`src/rtl/decode_bundle_queue_pkg.sv`:
```
// ============================================================================
// Module   : decode_bundle_queue_pkg
// Brief    : Shared widths and entry format for the fetch-to-decode queue.
// Revision : 1.0 - initial release
// ============================================================================
`default_nettype none

package decode_bundle_queue_pkg;

  localparam int FETCH_WIDTH = 2;
  localparam int INSTBITS    = 32;
  localparam int DBITS       = 32;
  localparam int QUEUE_DEPTH = 4;
  localparam int ENTRY_W     = DBITS + FETCH_WIDTH + INSTBITS * FETCH_WIDTH;

  // Stored entry layout, PC in the most significant bits.
  typedef struct packed {
    logic [DBITS-1:0]                pc;
    logic [FETCH_WIDTH-1:0]          mask;
    logic [INSTBITS*FETCH_WIDTH-1:0] instrs;
  } bundle_t;

endpackage

`default_nettype wire

```
`src/rtl/decode_bundle_queue_storage.sv`:
```
// ============================================================================
// Module   : bundle_storage
// Brief    : DEPTH x entry register file, one sync write port, one async read.
// Revision : 1.0 - initial release
// ============================================================================
`default_nettype none

module bundle_storage
  import decode_bundle_queue_pkg::*;
#(
  parameter int DEPTH = QUEUE_DEPTH,
  parameter int WIDTH = ENTRY_W,
  localparam int AW   = $clog2(DEPTH)
) (
  input  logic             clk,
  input  logic             rst,
  input  logic             wr_en,
  input  logic [AW-1:0]    wr_addr,
  input  logic [WIDTH-1:0] wr_data,
  input  logic [AW-1:0]    rd_addr,
  output logic [WIDTH-1:0] rd_data
);

  logic [WIDTH-1:0] r_mem [DEPTH];

  always_ff @(posedge clk or negedge rst) begin
    if (!rst) begin
      for (int i = 0; i < DEPTH; i++) begin
        r_mem[i] <= '0;
      end
    end else if (wr_en) begin
      r_mem[wr_addr] <= wr_data;
    end
  end

  assign rd_data = r_mem[rd_addr];

endmodule

`default_nettype wire

```
`src/rtl/decode_bundle_queue.sv`:
```
// ============================================================================
// Module   : decode_bundle_queue
// Brief    : Circular bundle queue between fetch and decode with flush.
// Revision : 1.0 - initial release
// ============================================================================
`default_nettype none

module decode_bundle_queue
  import decode_bundle_queue_pkg::*;
#(
  parameter int DEPTH  = QUEUE_DEPTH,
  localparam int PTR_W = $clog2(DEPTH),
  localparam int CNT_W = $clog2(DEPTH) + 1
) (
  input  logic                            clk,
  input  logic                            rst,
  input  logic                            fe_valid,
  output logic                            fe_ready,
  input  logic [INSTBITS*FETCH_WIDTH-1:0] fe_instrs,
  input  logic [FETCH_WIDTH-1:0]          fe_mask,
  input  logic [DBITS-1:0]                fe_pc,
  output logic                            dec_valid,
  input  logic                            dec_ready,
  output logic [INSTBITS*FETCH_WIDTH-1:0] dec_instrs,
  output logic [FETCH_WIDTH-1:0]          dec_mask,
  output logic [DBITS-1:0]                dec_pc,
  input  logic                            flush,
  output logic [CNT_W-1:0]                count
);

  localparam logic [CNT_W-1:0] C_FULL = CNT_W'(DEPTH);

  logic [PTR_W-1:0] r_head;
  logic [PTR_W-1:0] r_tail;
  logic [CNT_W-1:0] r_count;
  logic             w_push;
  logic             w_pop;
  logic             w_wr_en;
  bundle_t          w_wr_entry;
  bundle_t          w_rd_entry;

  // Ready/valid derive from registered occupancy only, so no dec_ready -> fe_ready path.
  assign fe_ready  = (r_count != C_FULL);
  assign dec_valid = (r_count != '0);
  assign count     = r_count;

  // Empty-mask bundles complete the handshake but are never stored.
  assign w_push  = fe_valid && fe_ready && (fe_mask != '0);
  assign w_pop   = dec_valid && dec_ready;
  assign w_wr_en = w_push && !flush;

  assign w_wr_entry = '{pc: fe_pc, mask: fe_mask, instrs: fe_instrs};

  always_ff @(posedge clk or negedge rst) begin
    if (!rst) begin
      r_head  <= '0;
      r_tail  <= '0;
      r_count <= '0;
    end else if (flush) begin
      r_head  <= '0;
      r_tail  <= '0;
      r_count <= '0;
    end else begin
      if (w_push) r_tail <= r_tail + 1'b1;
      if (w_pop)  r_head <= r_head + 1'b1;
      case ({w_push, w_pop})
        2'b10:   r_count <= r_count + 1'b1;
        2'b01:   r_count <= r_count - 1'b1;
        default: r_count <= r_count;
      endcase
    end
  end

  bundle_storage #(
    .DEPTH (DEPTH),
    .WIDTH (ENTRY_W)
  ) u_storage (
    .clk     (clk),
    .rst     (rst),
    .wr_en   (w_wr_en),
    .wr_addr (r_tail),
    .wr_data (w_wr_entry),
    .rd_addr (r_head),
    .rd_data (w_rd_entry)
  );

  assign dec_instrs = w_rd_entry.instrs;
  assign dec_pc     = w_rd_entry.pc;
  assign dec_mask   = dec_valid ? w_rd_entry.mask : '0;

endmodule

`default_nettype wire

```
`config.mk`:
```
export PLATFORM = sky130hd
export DESIGN_NAME = decode_bundle_queue
export DESIGN_NICKNAME = d
export VERILOG_FILES = /design/src/rtl/decode_bundle_queue_pkg.sv /design/src/rtl/decode_bundle_queue_storage.sv /design/src/rtl/decode_bundle_queue.sv
export SDC_FILE = /design/constraint.sdc
export NUM_CORES = 1
export LEC_CHECK = 0
export CAP_MARGIN = 0
export CORE_ASPECT_RATIO = 0.9
export CORE_MARGIN = 1
export CORE_UTILIZATION = 25
export CTS_BUF_LIST = sky130_fd_sc_hd__clkbuf_8
export DETAILED_ROUTE_END_ITERATION = 12
export PLACE_DENSITY_LB_ADDON = 0.05
export SLEW_MARGIN = 20
export SYNTH_ARGS = -nofsm -noshare
export SYNTH_HDL_FRONTEND = slang
export SYNTH_SLANG_ARGS = --single-unit
```
`constraint.sdc`:
```
create_clock -name clk -period 4.7 [get_ports clk]
set_clock_uncertainty 0.05 [all_clocks]
set_input_delay 0.47 -clock clk [delete_from_list [all_inputs] [get_ports clk]]
set_output_delay 0.47 -clock clk [all_outputs]
set_load 0.03 [all_outputs]
```
==> results_dict.tcl, run 1 <==
set metrics [dict create \
    run_status "completed" \
    final_min_period_over_clock_period 0.779 \
    ys_async_sr_fraction 1.00 \
    dieArea_sq_um 72200 \
    place.gp.congestion 0.668 \
    cts_tree "yes" \
    floorplan.die.height_um 255 \
    maxClockFrequency_ghz 0.273 \
    clk_path_buf_depth 3 \
    relSlewSlack 0.419 \
    rsz0062_at_grt "no" \
    worstReg2RegStart "count[2]" \
    synthTopCellsByCount "dfrtp_1, mux2_2, mux4_2, mux2_4, buf_4" \
    setup_slack_ps 1040 \
    final_setup_violation_count 0 \
    holdBufCountCts 1 \
    critPathCaptureType "primary output" \
    pin_count_of_the_biggest_net_entering_global_routing 85 \
    finalWorstPathRequiredPeriod_ps 3660 \
    total_grt_usage 0.129 \
    critical_path_start_end_classification "flip-flop to primary output" \
    worst_skew_pair.late_latency_ps 640 \
    drt_first_iter_violations 272 \
    ys_ff_latch 399 \
    drv_slew 0 \
    finalNonFillerCells 2237 \
    core_area_sq_um 70200 \
    post_synthesis_net_count 1105 \
    post-synth-top-count-cell "dfrtp_1" \
    timing_worst_slew_pin_value_ps 871 \
    total_length_of_routed_wires_mm 45.8 \
    cts_setup_buffers 0 \
    ff_latch_area_sq_um 9990 \
    synth_top_cell_area_share 0.561 \
    multi_input_area_sq_um 7220 \
    vias_per_cell 4.33 \
    synth_edf_count 0 \
    power.static_leakage_nw 9.46 \
    cp_data_required_time_ps 4180 \
    io_buffer_count 205 \
    critPathCapture "dec_pc[8]" \
    area_growth_from_synthesis_to_layout_pct 25.7 \
    number_of_global_route_vias_before_repair 10900 \
    yosysWarnings 0 \
    die_w_um 283 \
    rr_worst_depth 5 \
    peakVddDrop_mv 0.283 \
    tritoncts_sinks 399 \
    post_synthesis_cell_area_sq_um 17800 \
    io-pin-count 206 \
    layout_cells_sized_above_1 0.488 \
    core.rowCount 92 \
    worstSetupStartpoint "r_head[0]" \
    drt_drc_violations_left 0 \
    grt_antenna_before_repair 9 \
    postSynthAreaPerCell_sq_um 17.8 \
    dp.cells 2096 \
    seq_area_frac_synth 0.561 \
    postRouteAntennaNets 0 \
    ys.flop_type "dfrtp_1" \
    cts_root_buf "clkbuf_8" \
    pwr_density_cell_nw_per_um2 705 \
    setup-tns-final_ps 0 \
    cts_made_buffers 79 \
    hold_violations 0 \
    place_ws_ps 1510 \
    initial_core_util 0.253 \
    clkSlewWorstSetupHoldPaths_ps 60 \
    wl_per_cell_um 20.5 \
    synthDistinctLibCells 32 \
    yosys-top-cells-area "dfrtp_1, mux2_2, mux4_2" \
    nNetsFinal 1346 \
    firstDrtPassIters 4 \
    detailed_placement_wirelength_estimate_mm 26.4 \
    synthesis.instances 997 \
    wp_data_arrival_ps 3140 \
    total_via_count_after_detailed_routing 9679 \
    rr_endpoint "u_storage.r_mem[315]" \
    grt_pass1_wl_mm 70.9 \
    maximum_fanout_count_along_the_critical_path 31 \
    worst_hold_path_type "primary input to async pin" \
    yosysTopAreaCell "dfrtp_1" \
    overflow 0 \
    num-fill-cells 6943 \
    reg2reg_slack_ps 2120 \
    cts.htree.levels 3 \
    maxCapViolCount 0 \
    cts_resized 0 \
    critical_path.startpoint_type "flip-flop" \
]
[how the worst min path moves through the flow]
stage / to / slack [ps] / cells past startpoint
finish: u_storage.r_mem[376] / 380 / 2
detailed placement: u_storage.r_mem[190] / 440 / 1
global placement: u_storage.r_mem[168] / 430 / 1
CTS: u_storage.r_mem[254] / 360 / 2
global route: u_storage.r_mem[278] / 400 / 2
floorplan: count[0] / 120 / 0
[logic make-up after synthesis]
family,after synthesis,synth area share
XOR/XNOR,3,0.00148
buffers and inverters,70,0.0331
AO/OA/AOI/OAI,6,0.00204
adder cells (fa/ha/maj),5,0.00394
flip-flops,399,0.561
multiplexers,493,0.391
AND/OR/NAND/NOR,21,0.00711
[power by group]
part | leakage [nW] | switching, mW | internal, mW | total, mW
Sequential | 5.08 | 0.817 | 4.87 | 5.69
Clock | 0.901 | 1.55 | 1.94 | 3.49
Combinational | 3.48 | 2.97 | 3.60 | 6.57
Total | 9.46 | 5.34 | 10.4 | 15.7
[metrics by stage]
step                      hold slack (ps)  area (sq um)  total power [mW]  utilization
after floorplan                       124         17800              10.0            -
after global placement                434         20800              12.4        0.296
after detailed placement              440         20800              12.5        0.296
after CTS                             364         22300              16.1        0.318
after global routing                  403         22400              16.7        0.318
final                                 378         22400              15.7        0.318
[cell type report]
cell class / instances / area share
sequential: 399 / 0.447
inverter: 3 / 0.000504
clock buffer: 103 / 0.0634
antenna: 2 / 0.000224
timing repair buffer: 227 / 0.106
clock inverter: 35 / 0.00677
multi-input combinational: 528 / 0.323
tap: 940 / 0.0526
[worst max-delay path: stages (launching register included)]
cell             delay, ps
dfrtp_4                860
buf_12                 370
mux4_2                 550
clkdlybuf4s50_1        670
[routing by layer]
metal	GRT usage	wire, um	up-vias
li1	-	-	4220
met1	0.164	20100	5145
met2	0.208	21800	186
met3	0.0385	2460	114
met4	0.0499	1370	14
met5	0	75	-
[cells in the final DEF, fill, tap and decap left out, types with 6 or more instances in the layout]
master           instances
clkbuf_8               103
buf_4                    9
inv_1                   30
mux2_2                 313
mux4_2                  98
dfrtp_1                397
mux2_4                  80
clkdlybuf4s50_1        204
nor2_1                   6
buf_12                  12
[state kept, by name, indices dropped and copies added, names as in the netlist]
name             cells
count                3
r_head               2
r_tail               2
u_storage.r_mem    392
No activity file was read; power rests on OpenSTA's default activity.
==> inputs of run 2 (changes only) <==
Clock period 4.7 ns to 3.19 ns, I/O delays scaled along.
==> run 2 against run 1 <==
Worst hold slack got worse by 240 ps. First-iteration DRC count increased by 15%. Count of clock-buffer cells in the layout decreased by 10. Core utilization increased by 0.26 points.
==> results_dict.tcl, run 2 (synthesis gave the netlist of run 1 again) <==
set metrics [dict create \
    crit_path_cell_chain "buf_4 > buf_12 > mux4_2 > clkdlybuf4s50_1" \
    layout_commonest_cell "dfrtp_1" \
    nNetsFinal 1362 \
    die_w_um 283 \
    pin_count_of_the_biggest_net_entering_global_routing 86 \
    drv_slew 0 \
    wl_per_cell_um 20.7 \
    critical_path_start_end_classification "flip-flop to primary output" \
    wp_data_arrival_ps 2670 \
    hold_violations 0 \
    detailed_placement_wirelength_estimate_mm 27.6 \
    cp_data_required_time_ps 2820 \
    cts_made_buffers 78 \
    relSlewSlack 0.663 \
    worst_skew_pair.late_latency_ps 640 \
    cts_tree "yes" \
    timing_worst_slew_pin_value_ps 501 \
    worst_path_largest_cell_delay_ps 600 \
    total_length_of_routed_wires_mm 46.5 \
    worst_hold_path_type "primary input to async pin" \
    firstDrtPassIters 4 \
    drt_drc_violations_left 0 \
    number_of_global_route_vias_before_repair 11200 \
    clkSlewWorstSetupHoldPaths_ps 60 \
    critical-path-slowest-cell "clkdlybuf4s50_1" \
    final_setup_violation_count 0 \
    dieArea_sq_um 72200 \
    drt_first_iter_violations 312 \
    pwr_density_cell_nw_per_um2 1010 \
    most_frequent_cells_in_the_layout "dfrtp_1, mux2_2, clkdlybuf4s50_1" \
    floorplan.die.height_um 255 \
    grt_pass1_wl_mm 73.0 \
    postRouteAntennaNets 0 \
    maxClockFrequency_ghz 0.329 \
    initial_core_util 0.253 \
    cts.htree.levels 3 \
    critical_path.startpoint_type "flip-flop" \
    maximum_fanout_count_along_the_critical_path 23 \
    largest_register_ffs 392 \
    regMostFlops "u_storage.r_mem" \
    run_status "completed" \
    overflow 0 \
    total_via_count_after_detailed_routing 9745 \
    setup-tns-final_ps 0 \
    final_min_period_over_clock_period 0.952 \
    finalWorstPathRequiredPeriod_ps 3040 \
    tritoncts_sinks 399 \
    clk_path_buf_depth 3 \
    critPathCaptureType "primary output" \
    io-pin-count 206 \
    layout_cells_sized_above_1 0.492 \
    power.static_leakage_nw 10.0 \
    place.gp.congestion 0.676 \
    core_area_sq_um 70200 \
    core.rowCount 92 \
    area_growth_from_synthesis_to_layout_pct 26.7 \
    vias_per_cell 4.34 \
    grt_antenna_before_repair 6 \
    cts_root_buf "clkbuf_8" \
    peakVddDrop_mv 0.362 \
    total_grt_usage 0.134 \
    rr_worst_depth 5 \
    io_buffer_count 205 \
    timing.hold.ws_ps 135 \
    rsz0062_at_grt "no" \
    maxCapViolCount 0 \
]
-- run 2: where the power goes --
group          switching (mW)  total, mW  internal [mW]
logic                    4.53       9.61           5.08
registers                1.07       8.24           7.18
clock network            2.31       4.94           2.63
total                    7.91       22.8           14.9
-- run 2: stage by stage --
step / worst slack (ps) / instances / util / power, mW / instance area (sq um)
6_report: 152 / 2246 / 0.321 / 22.8 / 22500
3_3_place_gp: 466 / 2107 / 0.298 / 18.4 / 20900
2_1_floorplan: 1060 / 997 / - / 14.7 / 17800
3_5_place_dp: 342 / 2107 / 0.298 / 18.4 / 20900
5_1_grt: 0.939 / 2245 / 0.321 / 24.3 / 22500
4_1_cts: 1.42 / 2244 / 0.319 / 23.4 / 22400
-- run 2: worst max-delay path: cells and delay by family (launching register included) --
kind,cells,cell delay (ps)
buffers and inverters,3,990
flip-flops,1,460
multiplexers,1,530
-- run 2: worst paths after layout --
kind	from	end	slack, ps
max in group asynchronous	rst	u_storage.r_mem[26]	2080
worst max-delay path	r_head[0]	dec_pc[10]	150
worst min-delay path	rst	u_storage.r_mem[277]	130
worst min register to register	u_storage.r_mem[160]	u_storage.r_mem[160]	450
min in group clk	fe_instrs[0]	u_storage.r_mem[294]	300
worst max register to register	count[2]	u_storage.r_mem[120]	820
-- run 2: layout make-up --
type                       instances  area, sq um
tap                              940         1180
sequential                       399         9990
fill                            6943        47700
clock inverter                    37          178
clock buffer                      93         1280
timing repair buffer             244         2670
antenna                            2         5.00
inverter                           3         11.3
multi-input combinational        528         7220
-- run 2: what timing repair did --
item                                    CTS  global route
hold endpoints to repair                203             0
endpoints found under the setup margin   91            43
cloned                                    0             0
buffers inserted                          6             0
gates resized for setup                  37            43
hold buffers                              1             0
-- run 2: per-layer routing --
| layer | share of wire | wire, um | track usage |
|---|---|---|---|
| met1 | 0.45 | 20800 | 0.173 |
| met4 | 0.025 | 1150 | 0.0437 |
| met3 | 0.054 | 2530 | 0.0411 |
| met2 | 0.47 | 21900 | 0.212 |
| met5 | 0.0012 | 54 | 0 |
